`src/rtl/mem_pkg.sv`:
```
// mem_pkg: shared types and constants for the MEM-stage load/store engine.
// Holds funct3 encodings, the FSM state type, the timeout default and a legality helper.
package mem_pkg;

    localparam int MEM_DATA_W = 32;
    localparam int TIMEOUT_DEF = 15;

    localparam logic [2:0] F3_B  = 3'b000;
    localparam logic [2:0] F3_H  = 3'b001;
    localparam logic [2:0] F3_W  = 3'b010;
    localparam logic [2:0] F3_BU = 3'b100;
    localparam logic [2:0] F3_HU = 3'b101;

    typedef enum logic [1:0] {
        IDLE,
        BUSY,
        DONE
    } state_t;

    // Stores only exist as SB/SH/SW; unsigned variants are loads only.
    function automatic logic accessLegal(
        input logic [2:0] f3,
        input logic [1:0] off,
        input logic       isStore
    );
        logic ok;
        ok = 1'b0;
        case (f3)
            F3_B:    ok = 1'b1;
            F3_H:    ok = ~off[0];
            F3_W:    ok = (off == 2'b00);
            F3_BU:   ok = ~isStore;
            F3_HU:   ok = ~isStore & ~off[0];
            default: ok = 1'b0;
        endcase
        return ok;
    endfunction

endpackage

```
`src/rtl/mem_access_unit_if.sv`:
```
// mem_access_unit_if: req/ack data-memory bus.
// master drives req/we/addr/be/wdata; slave returns ack and rdata.
interface mem_access_unit_if;
    import mem_pkg::*;

    logic                  mem_req_o;
    logic                  mem_we_o;
    logic [MEM_DATA_W-1:0] mem_addr_o;
    logic [3:0]            mem_be_o;
    logic [MEM_DATA_W-1:0] mem_wdata_o;
    logic                  mem_ack_i;
    logic [MEM_DATA_W-1:0] mem_rdata_i;

    modport master (
        output mem_req_o, mem_we_o, mem_addr_o, mem_be_o, mem_wdata_o,
        input  mem_ack_i, mem_rdata_i
    );

    modport slave (
        input  mem_req_o, mem_we_o, mem_addr_o, mem_be_o, mem_wdata_o,
        output mem_ack_i, mem_rdata_i
    );

endinterface

```
`src/rtl/mem_access_unit_load_formatter.sv`:
```
// load_formatter: picks the byte/halfword lane of a read word and extends it.
// Ports: funct3 (size/sign), off (addr[1:0]), word (memory word) -> result.
module load_formatter
    import mem_pkg::*;
(
    input  logic [2:0]  funct3,
    input  logic [1:0]  off,
    input  logic [31:0] word,
    output logic [31:0] result
);

    logic [7:0]  byteSel;
    logic [15:0] halfSel;

    assign byteSel = word[8*off +: 8];
    assign halfSel = off[1] ? word[31:16] : word[15:0];

    always_comb begin
        result = '0;
        case (funct3)
            F3_B:    result = {{24{byteSel[7]}}, byteSel};
            F3_BU:   result = {24'b0, byteSel};
            F3_H:    result = {{16{halfSel[15]}}, halfSel};
            F3_HU:   result = {16'b0, halfSel};
            F3_W:    result = word;
            default: result = '0;
        endcase
    end

endmodule

```
`src/rtl/mem_access_unit.sv`:
```
// mem_access_unit: MEM-stage load/store engine driving a req/ack data memory.
// Ports: clk_i, rst_i (async low), EX/MEM access inputs, stall_o/rdata_o/err_o, bus (master).
// Optional MEM_TIMEOUT_EN aborts a BUSY access after TIMEOUT cycles without ack.
module mem_access_unit
    import mem_pkg::*;
#(
    parameter int DATA_W  = 32,
    parameter int TIMEOUT = TIMEOUT_DEF
) (
    input  logic              clk_i,
    input  logic              rst_i,
    input  logic              MemRead_i,
    input  logic              MemWrite_i,
    input  logic [2:0]        funct3_i,
    input  logic [DATA_W-1:0] addr_i,
    input  logic [DATA_W-1:0] wdata_i,
    output logic              stall_o,
    output logic [DATA_W-1:0] rdata_o,
    output logic              err_o,
    mem_access_unit_if.master bus
);

    if (DATA_W != 32) begin : gBadWidth
        $error("mem_access_unit supports DATA_W = 32 only");
    end
    if (TIMEOUT < 1 || TIMEOUT > 15) begin : gBadTimeout
        $error("TIMEOUT must fit the 4-bit counter (1..15)");
    end

    state_t      state, nextState;
    logic        access, legal;
    logic        stallRaw, start, bad, ackHit, tmo;
    logic [3:0]  beNext;
    logic [31:0] wdNext;
    logic [2:0]  f3Q;
    logic [1:0]  offQ;
    logic        isLoadQ;
    logic [31:0] fmtData;

    assign access = MemRead_i | MemWrite_i;
    assign legal  = accessLegal(funct3_i, addr_i[1:0], MemWrite_i);

`ifdef MEM_TIMEOUT_EN
    localparam logic [3:0] TmoLast = 4'(TIMEOUT - 1);
    logic [3:0] tmoCnt;
`endif

    always_comb begin
        nextState = state;
        stallRaw  = 1'b0;
        start     = 1'b0;
        bad       = 1'b0;
        ackHit    = 1'b0;
        tmo       = 1'b0;
        unique case (state)
            IDLE: begin
                if (access) begin
                    if (legal) begin
                        start     = 1'b1;
                        stallRaw  = 1'b1;
                        nextState = BUSY;
                    end else begin
                        bad = 1'b1;
                    end
                end
            end
            BUSY: begin
                stallRaw = 1'b1;
                if (bus.mem_ack_i) begin
                    ackHit    = 1'b1;
                    nextState = DONE;
                end
`ifdef MEM_TIMEOUT_EN
                else if (tmoCnt == TmoLast) begin
                    tmo       = 1'b1;
                    nextState = DONE;
                end
`endif
            end
            DONE: nextState = IDLE;
            default: nextState = IDLE;
        endcase
    end

    // Gate with reset so a held access cannot stall the pipe during reset.
    assign stall_o = stallRaw & rst_i;

    always_comb begin
        beNext = 4'b1111;
        wdNext = wdata_i;
        case (funct3_i[1:0])
            2'b00: begin
                beNext = 4'b0001 << addr_i[1:0];
                wdNext = {4{wdata_i[7:0]}};
            end
            2'b01: begin
                beNext = 4'b0011 << addr_i[1:0];
                wdNext = {2{wdata_i[15:0]}};
            end
            default: begin
                beNext = 4'b1111;
                wdNext = wdata_i;
            end
        endcase
    end

    load_formatter uFmt (
        .funct3 (f3Q),
        .off    (offQ),
        .word   (bus.mem_rdata_i),
        .result (fmtData)
    );

    always_ff @(posedge clk_i or negedge rst_i) begin
        if (!rst_i) begin
            state           <= IDLE;
            bus.mem_req_o   <= 1'b0;
            bus.mem_we_o    <= 1'b0;
            bus.mem_addr_o  <= '0;
            bus.mem_be_o    <= '0;
            bus.mem_wdata_o <= '0;
            rdata_o         <= '0;
            err_o           <= 1'b0;
            f3Q             <= '0;
            offQ            <= '0;
            isLoadQ         <= 1'b0;
        end else begin
            state <= nextState;
            err_o <= bad | tmo;
            if (start) begin
                bus.mem_req_o   <= 1'b1;
                bus.mem_we_o    <= MemWrite_i;
                bus.mem_addr_o  <= {addr_i[31:2], 2'b00};
                bus.mem_be_o    <= beNext;
                bus.mem_wdata_o <= wdNext;
                f3Q             <= funct3_i;
                offQ            <= addr_i[1:0];
                isLoadQ         <= ~MemWrite_i;
            end
            if (ackHit) begin
                bus.mem_req_o <= 1'b0;
                if (isLoadQ) rdata_o <= fmtData;
            end
            if (tmo) begin
                bus.mem_req_o <= 1'b0;
                rdata_o       <= '0;
            end
        end
    end

`ifdef MEM_TIMEOUT_EN
    always_ff @(posedge clk_i or negedge rst_i) begin
        if (!rst_i) begin
            tmoCnt <= '0;
        end else if (start) begin
            tmoCnt <= '0;
        end else if (state == BUSY && !bus.mem_ack_i) begin
            tmoCnt <= tmoCnt + 4'd1;
        end
    end
`endif

endmodule

```
`src/flat_wrapper.sv`:
```
// flat-port wrapper written by rule: the top's interface ports become plain ports
module mem_access_unit_flat import mem_pkg::*;
#(
    parameter int DATA_W  = 32,
    parameter int TIMEOUT = TIMEOUT_DEF
)
  (clk_i, rst_i, MemRead_i, MemWrite_i, funct3_i, addr_i, wdata_i, stall_o, rdata_o, err_o, bus_mem_req_o, bus_mem_we_o, bus_mem_addr_o, bus_mem_be_o, bus_mem_wdata_o, bus_mem_ack_i, bus_mem_rdata_i);
  mem_access_unit_if bus_i ();
  input  logic clk_i;
  input  logic rst_i;
  input  logic MemRead_i;
  input  logic MemWrite_i;
  input  logic [2:0] funct3_i;
  input  logic [DATA_W-1:0] addr_i;
  input  logic [DATA_W-1:0] wdata_i;
  output logic stall_o;
  output logic [DATA_W-1:0] rdata_o;
  output logic err_o;
  output wire logic [$bits(bus_i.mem_req_o)-1:0] bus_mem_req_o;
  output wire logic [$bits(bus_i.mem_we_o)-1:0] bus_mem_we_o;
  output wire logic [$bits(bus_i.mem_addr_o)-1:0] bus_mem_addr_o;
  output wire logic [$bits(bus_i.mem_be_o)-1:0] bus_mem_be_o;
  output wire logic [$bits(bus_i.mem_wdata_o)-1:0] bus_mem_wdata_o;
  input wire logic [$bits(bus_i.mem_ack_i)-1:0] bus_mem_ack_i;
  input wire logic [$bits(bus_i.mem_rdata_i)-1:0] bus_mem_rdata_i;
  assign bus_mem_req_o = bus_i.mem_req_o;
  assign bus_mem_we_o = bus_i.mem_we_o;
  assign bus_mem_addr_o = bus_i.mem_addr_o;
  assign bus_mem_be_o = bus_i.mem_be_o;
  assign bus_mem_wdata_o = bus_i.mem_wdata_o;
  assign bus_i.mem_ack_i = bus_mem_ack_i;
  assign bus_i.mem_rdata_i = bus_mem_rdata_i;
  mem_access_unit #(.DATA_W(DATA_W), .TIMEOUT(TIMEOUT)) u_core (.clk_i(clk_i), .rst_i(rst_i), .MemRead_i(MemRead_i), .MemWrite_i(MemWrite_i), .funct3_i(funct3_i), .addr_i(addr_i), .wdata_i(wdata_i), .stall_o(stall_o), .rdata_o(rdata_o), .err_o(err_o), .bus(bus_i));
endmodule
```
`config.mk`:
```
export PLATFORM = sky130hd
export DESIGN_NAME = mem_access_unit_flat
export DESIGN_NICKNAME = d
export VERILOG_FILES = /design/src/rtl/mem_pkg.sv /design/src/rtl/mem_access_unit_if.sv /design/src/rtl/mem_access_unit_load_formatter.sv /design/src/rtl/mem_access_unit.sv /design/src/flat_wrapper.sv
export SDC_FILE = /design/constraint.sdc
export NUM_CORES = 1
export LEC_CHECK = 0
export CAP_MARGIN = 20
export CORE_UTILIZATION = 46
export DETAILED_ROUTE_END_ITERATION = 10
export PLACE_DENSITY = 0.86
export SYNTH_ARGS = -nofsm -noshare
export SYNTH_HDL_FRONTEND = slang
export SYNTH_SLANG_ARGS = --single-unit
export TNS_END_PERCENT = 30
```
`constraint.sdc`:
```
create_clock -name clk_i -period 3.6 [get_ports clk_i]
set_input_delay 0.36 -clock clk_i [delete_from_list [all_inputs] [get_ports clk_i]]
set_output_delay 0.36 -clock clk_i [all_outputs]
set_load 0.01 [all_outputs]
```
==> summary.md <==
| Metric | Value |
|---|---|
| Outcome | `complete, no violations` |
| CP Launch Type | `primary input` |
| Seq/Total Area, Yosys | `0.560` |
| IO Count | `208` |
| Max-cap violations | `0` |
| # fillers | `774` |
| Fin worst setup slack | `0.321 ns` |
| Most frequent CP cell | `clkdlybuf4s50_1` |
| CTS Root Cell | `clkbuf_8` |
| Fmax | `305 MHz` |
| Pin slew with the least headroom to its limit | `0.893 ns` |
| Switching share of power | `0.332` |
| Seq cells post-synth | `109` |
| Max Slew Vio Count | `0` |
| Most frequent cells in the layout | `clkdlybuf4s50_1 (204), dfrtp_1 (109), nand2_1 (54), mux2_2 (37), nor2_1 (35)` |
| Die Width | `105 um` |
| Nets | `748` |
| Final instance area | `7270 um2` |
| Netlist Area Pre-Place | `4870 um2` |
| Power Dens Cells | `671 nW/um2` |
| Drt first-iter violations | `181` |
| Number of port buffers | `205` |
| Critical path type | `primary input to output pin` |
| Post-CTS sizing | `0` |
| Routed vias/inst | `5.37` |
| Crit path cell chain | `clkdlybuf4s50_1, or4_1, a2111o_2, nor2b_1, nor3b_1, clkdlybuf4s50_1` |
| # H-tree levels | `3` |
| Initial antenna violation count | `0` |
| CP peak stage delay | `0.58 ns` |
| Reg clk slew, reported paths | `0.10 ns` |
| Worst vdd ir | `0.000395 V` |
| Die Height | `105 um` |
| Core box area | `10,300 um2` |
| Pre-antenna DRT Iters | `4` |
| CP max FO | `7` |
| Distinct cells, synth | `37` |
| Buffer and inverter count on the worst path | `2` |
| Longest Clk Path Bufs | `2` |
| Initial Util | `0.474` |
| Delay-heaviest family, CP | `buffers and inverters` |
| Largest net degree at the start of global routing | `105` |
| Tcrit/Tclk final | `0.911` |
| Wire length per cell | `16.9 um` |
| Leakage Power | `3.11 nW` |
| Post-DP HPWL | `9760 um` |
| Setup Skew | `0.0125 ns` |
| Share of cells above drive strength 1 | `0.103` |
| Post-CTS Repair Setup Buffers | `0` |
| Sink Count | `109` |
| Vias after detailed routing | `4,213` |
| Worst EP arrival | `2.92 ns` |
| RSZ-0062 raised after global routing | `no` |
| Sequential group share of total power | `0.413` |
| Worst-Skew Late Latency | `0.35 ns` |
| CP Data Required Time | `3.24 ns` |
| Sw Pwr | `0.00162 W` |
| Syn_area_per_cell | `10.9 um2` |
| Yosys warnings | `0` |
| Vias in the first global route | `4,381` |
| Max-slew headroom | `0.402` |
| Pre-CTS WS | `0.334 ns` |
| Area growth syn-to-layout | `49.2%` |
| Logic pwr share | `0.443` |
| Die area | `11,000 um2` |
| Gate Count Post-Synth | `448` |
| Internal | `0.00326 W` |
| Diodes inserted | `0` |
| Tot GR Track Use | `0.252` |
| CTS tree | `yes` |
| CP Capture Type | `output pin` |
| WL final | `13,200 um` |
| Final hold violation count | `0` |
| Total congestion overflow | `0` |
| First-pass GRT wire length | `22,000 um` |
| Hold Slack | `0.438 ns` |
| Final setup fails | `0` |
| Clock share of power | `0.144` |
| Routed Antenna Nets | `0` |
| Placer Congestion | `0.862` |
| Tmin final | `3.28 ns` |
| CTS buffer count | `9` |
| Commonest non-fill, non-tap cell in the layout | `clkdlybuf4s50_1` |
| Dpl cell area | `7040 um2` |
| Slowest CP cell | `or4_1` |
| Type of the worst min-delay path | `primary input to asynchronous set/reset pin` |
| TNS Setup | `0 ns` |
| Std cell rows | `37` |
| Drt drc | `0` |
-- cells in the mapped netlist --
library cell,instances,share of area
nor2b_1,3,0.0039
conb_1,1,0.00077
mux2i_1,26,0.053
a221o_1,1,0.0021
clkbuf_1,22,0.017
o21ai_1,8,0.0082
a211oi_1,10,0.015
and3_1,4,0.0051
nor4_1,1,0.0013
mux4_2,2,0.0092
buf_4,3,0.0046
nor3b_1,3,0.0046
and2_1,2,0.0026
nor3_1,4,0.0041
a21oi_1,13,0.013
mux2_1,10,0.023
nand2_1,54,0.042
or4_1,1,0.0015
nand4b_1,1,0.0018
buf_1,5,0.0039
o21ai_0,26,0.027
or2_2,1,0.0013
inv_1,3,0.0023
nand3_1,32,0.033
nand2b_1,2,0.0026
mux2_2,37,0.085
a2111o_1,1,0.0023
a311oi_1,3,0.0054
a221oi_1,3,0.0054
a31oi_1,8,0.010
buf_2,1,0.0010
and3b_1,1,0.0018
nor2_1,35,0.027
dfrtp_1,109,0.56
a32oi_1,1,0.0018
a22oi_1,8,0.012
o21bai_1,3,0.0046
-- through the flow --
| stage | utilization | instances | total power [W] |
|---|---|---|---|
| 2_1_floorplan | - | 449 | 0.00290 |
| 3_3_place_gp | 0.685 | 766 | 0.00413 |
| 3_5_place_dp | 0.685 | 766 | 0.00421 |
| 4_1_cts | 0.704 | 783 | 0.00492 |
| 5_1_grt | 0.707 | 785 | 0.00518 |
| 6_report | 0.707 | 785 | 0.00488 |
-- power groups by stage --
stage	clock network, W	registers, W	logic [W]
finish	0.000702	0.00202	0.00216
global placement	0	0.00201	0.00211
detailed placement	0	0.00204	0.00217
CTS	0.000722	0.00202	0.00217
global route	0.000769	0.00208	0.00233
floorplan	0	0.00219	0.000717
-- sequential cells by signal, summed over array words and instances, names as in the netlist --
signal,flops
u_core.err_o,1
u_core.bus.mem_req_o,1
u_core.isLoadQ,1
u_core.bus.mem_addr_o,30
u_core.bus.mem_wdata_o,32
u_core.state,2
u_core.offQ,2
u_core.bus.mem_be_o,4
u_core.bus.mem_we_o,1
u_core.rdata_o,32
u_core.f3Q,3
-- cell type report --
class                   instances  area, um2  area share
clock inverters                 4       32.5     0.00447
well taps                     136        170      0.0234
clock buffers                  12        155      0.0213
repair buffers                215       2160       0.297
multi-input cells             306       2020       0.277
flip-flops and latches        109       2730       0.375
inverters                       3       11.3     0.00155
-- layer usage --
layer	vias to the layer above	global-route usage	routed length [um]
met3	26	0.0692	944
met2	177	0.430	6690
met5	-	0	0
met1	2036	0.311	5290
li1	1974	-	-
met4	0	0.0795	310
-- path summary, 6_finish.rpt --
kind	startpoint	end	slack [ns]	depth (start not counted)
min in group clk_i	u_core.bus.mem_wdata_o[14]	u_core.bus.mem_wdata_o[14]	0.49	2
hold / removal	rst_i	u_core.err_o	0.44	2
setup / recovery	addr_i[0]	stall_o	0.32	6
max in group asynchronous	rst_i	u_core.bus.mem_wdata_o[10]	2.15	4
setup reg to reg	u_core.state[1]	u_core.rdata_o[1]	1.43	4
hold reg to reg	u_core.bus.mem_wdata_o[14]	u_core.bus.mem_wdata_o[14]	0.49	2
-- cells by family (layout without fill, tap and decap cells) --
logic type | Yosys count | count (layout) | synth area share
simple gates | 144 | 144 | 0.132
other cells | 1 | 2 | 0.000769
compound gates | 85 | 85 | 0.108
buf+inv | 34 | 234 | 0.0287
mux | 75 | 75 | 0.171
flops | 109 | 109 | 0.560
-- repair_timing --
action,CTS,global route
endpoints found under the hold margin,24,0
setup endpoints to repair,0,0
hold buffers,1,0
No activity file was read; power rests on OpenSTA's default activity.
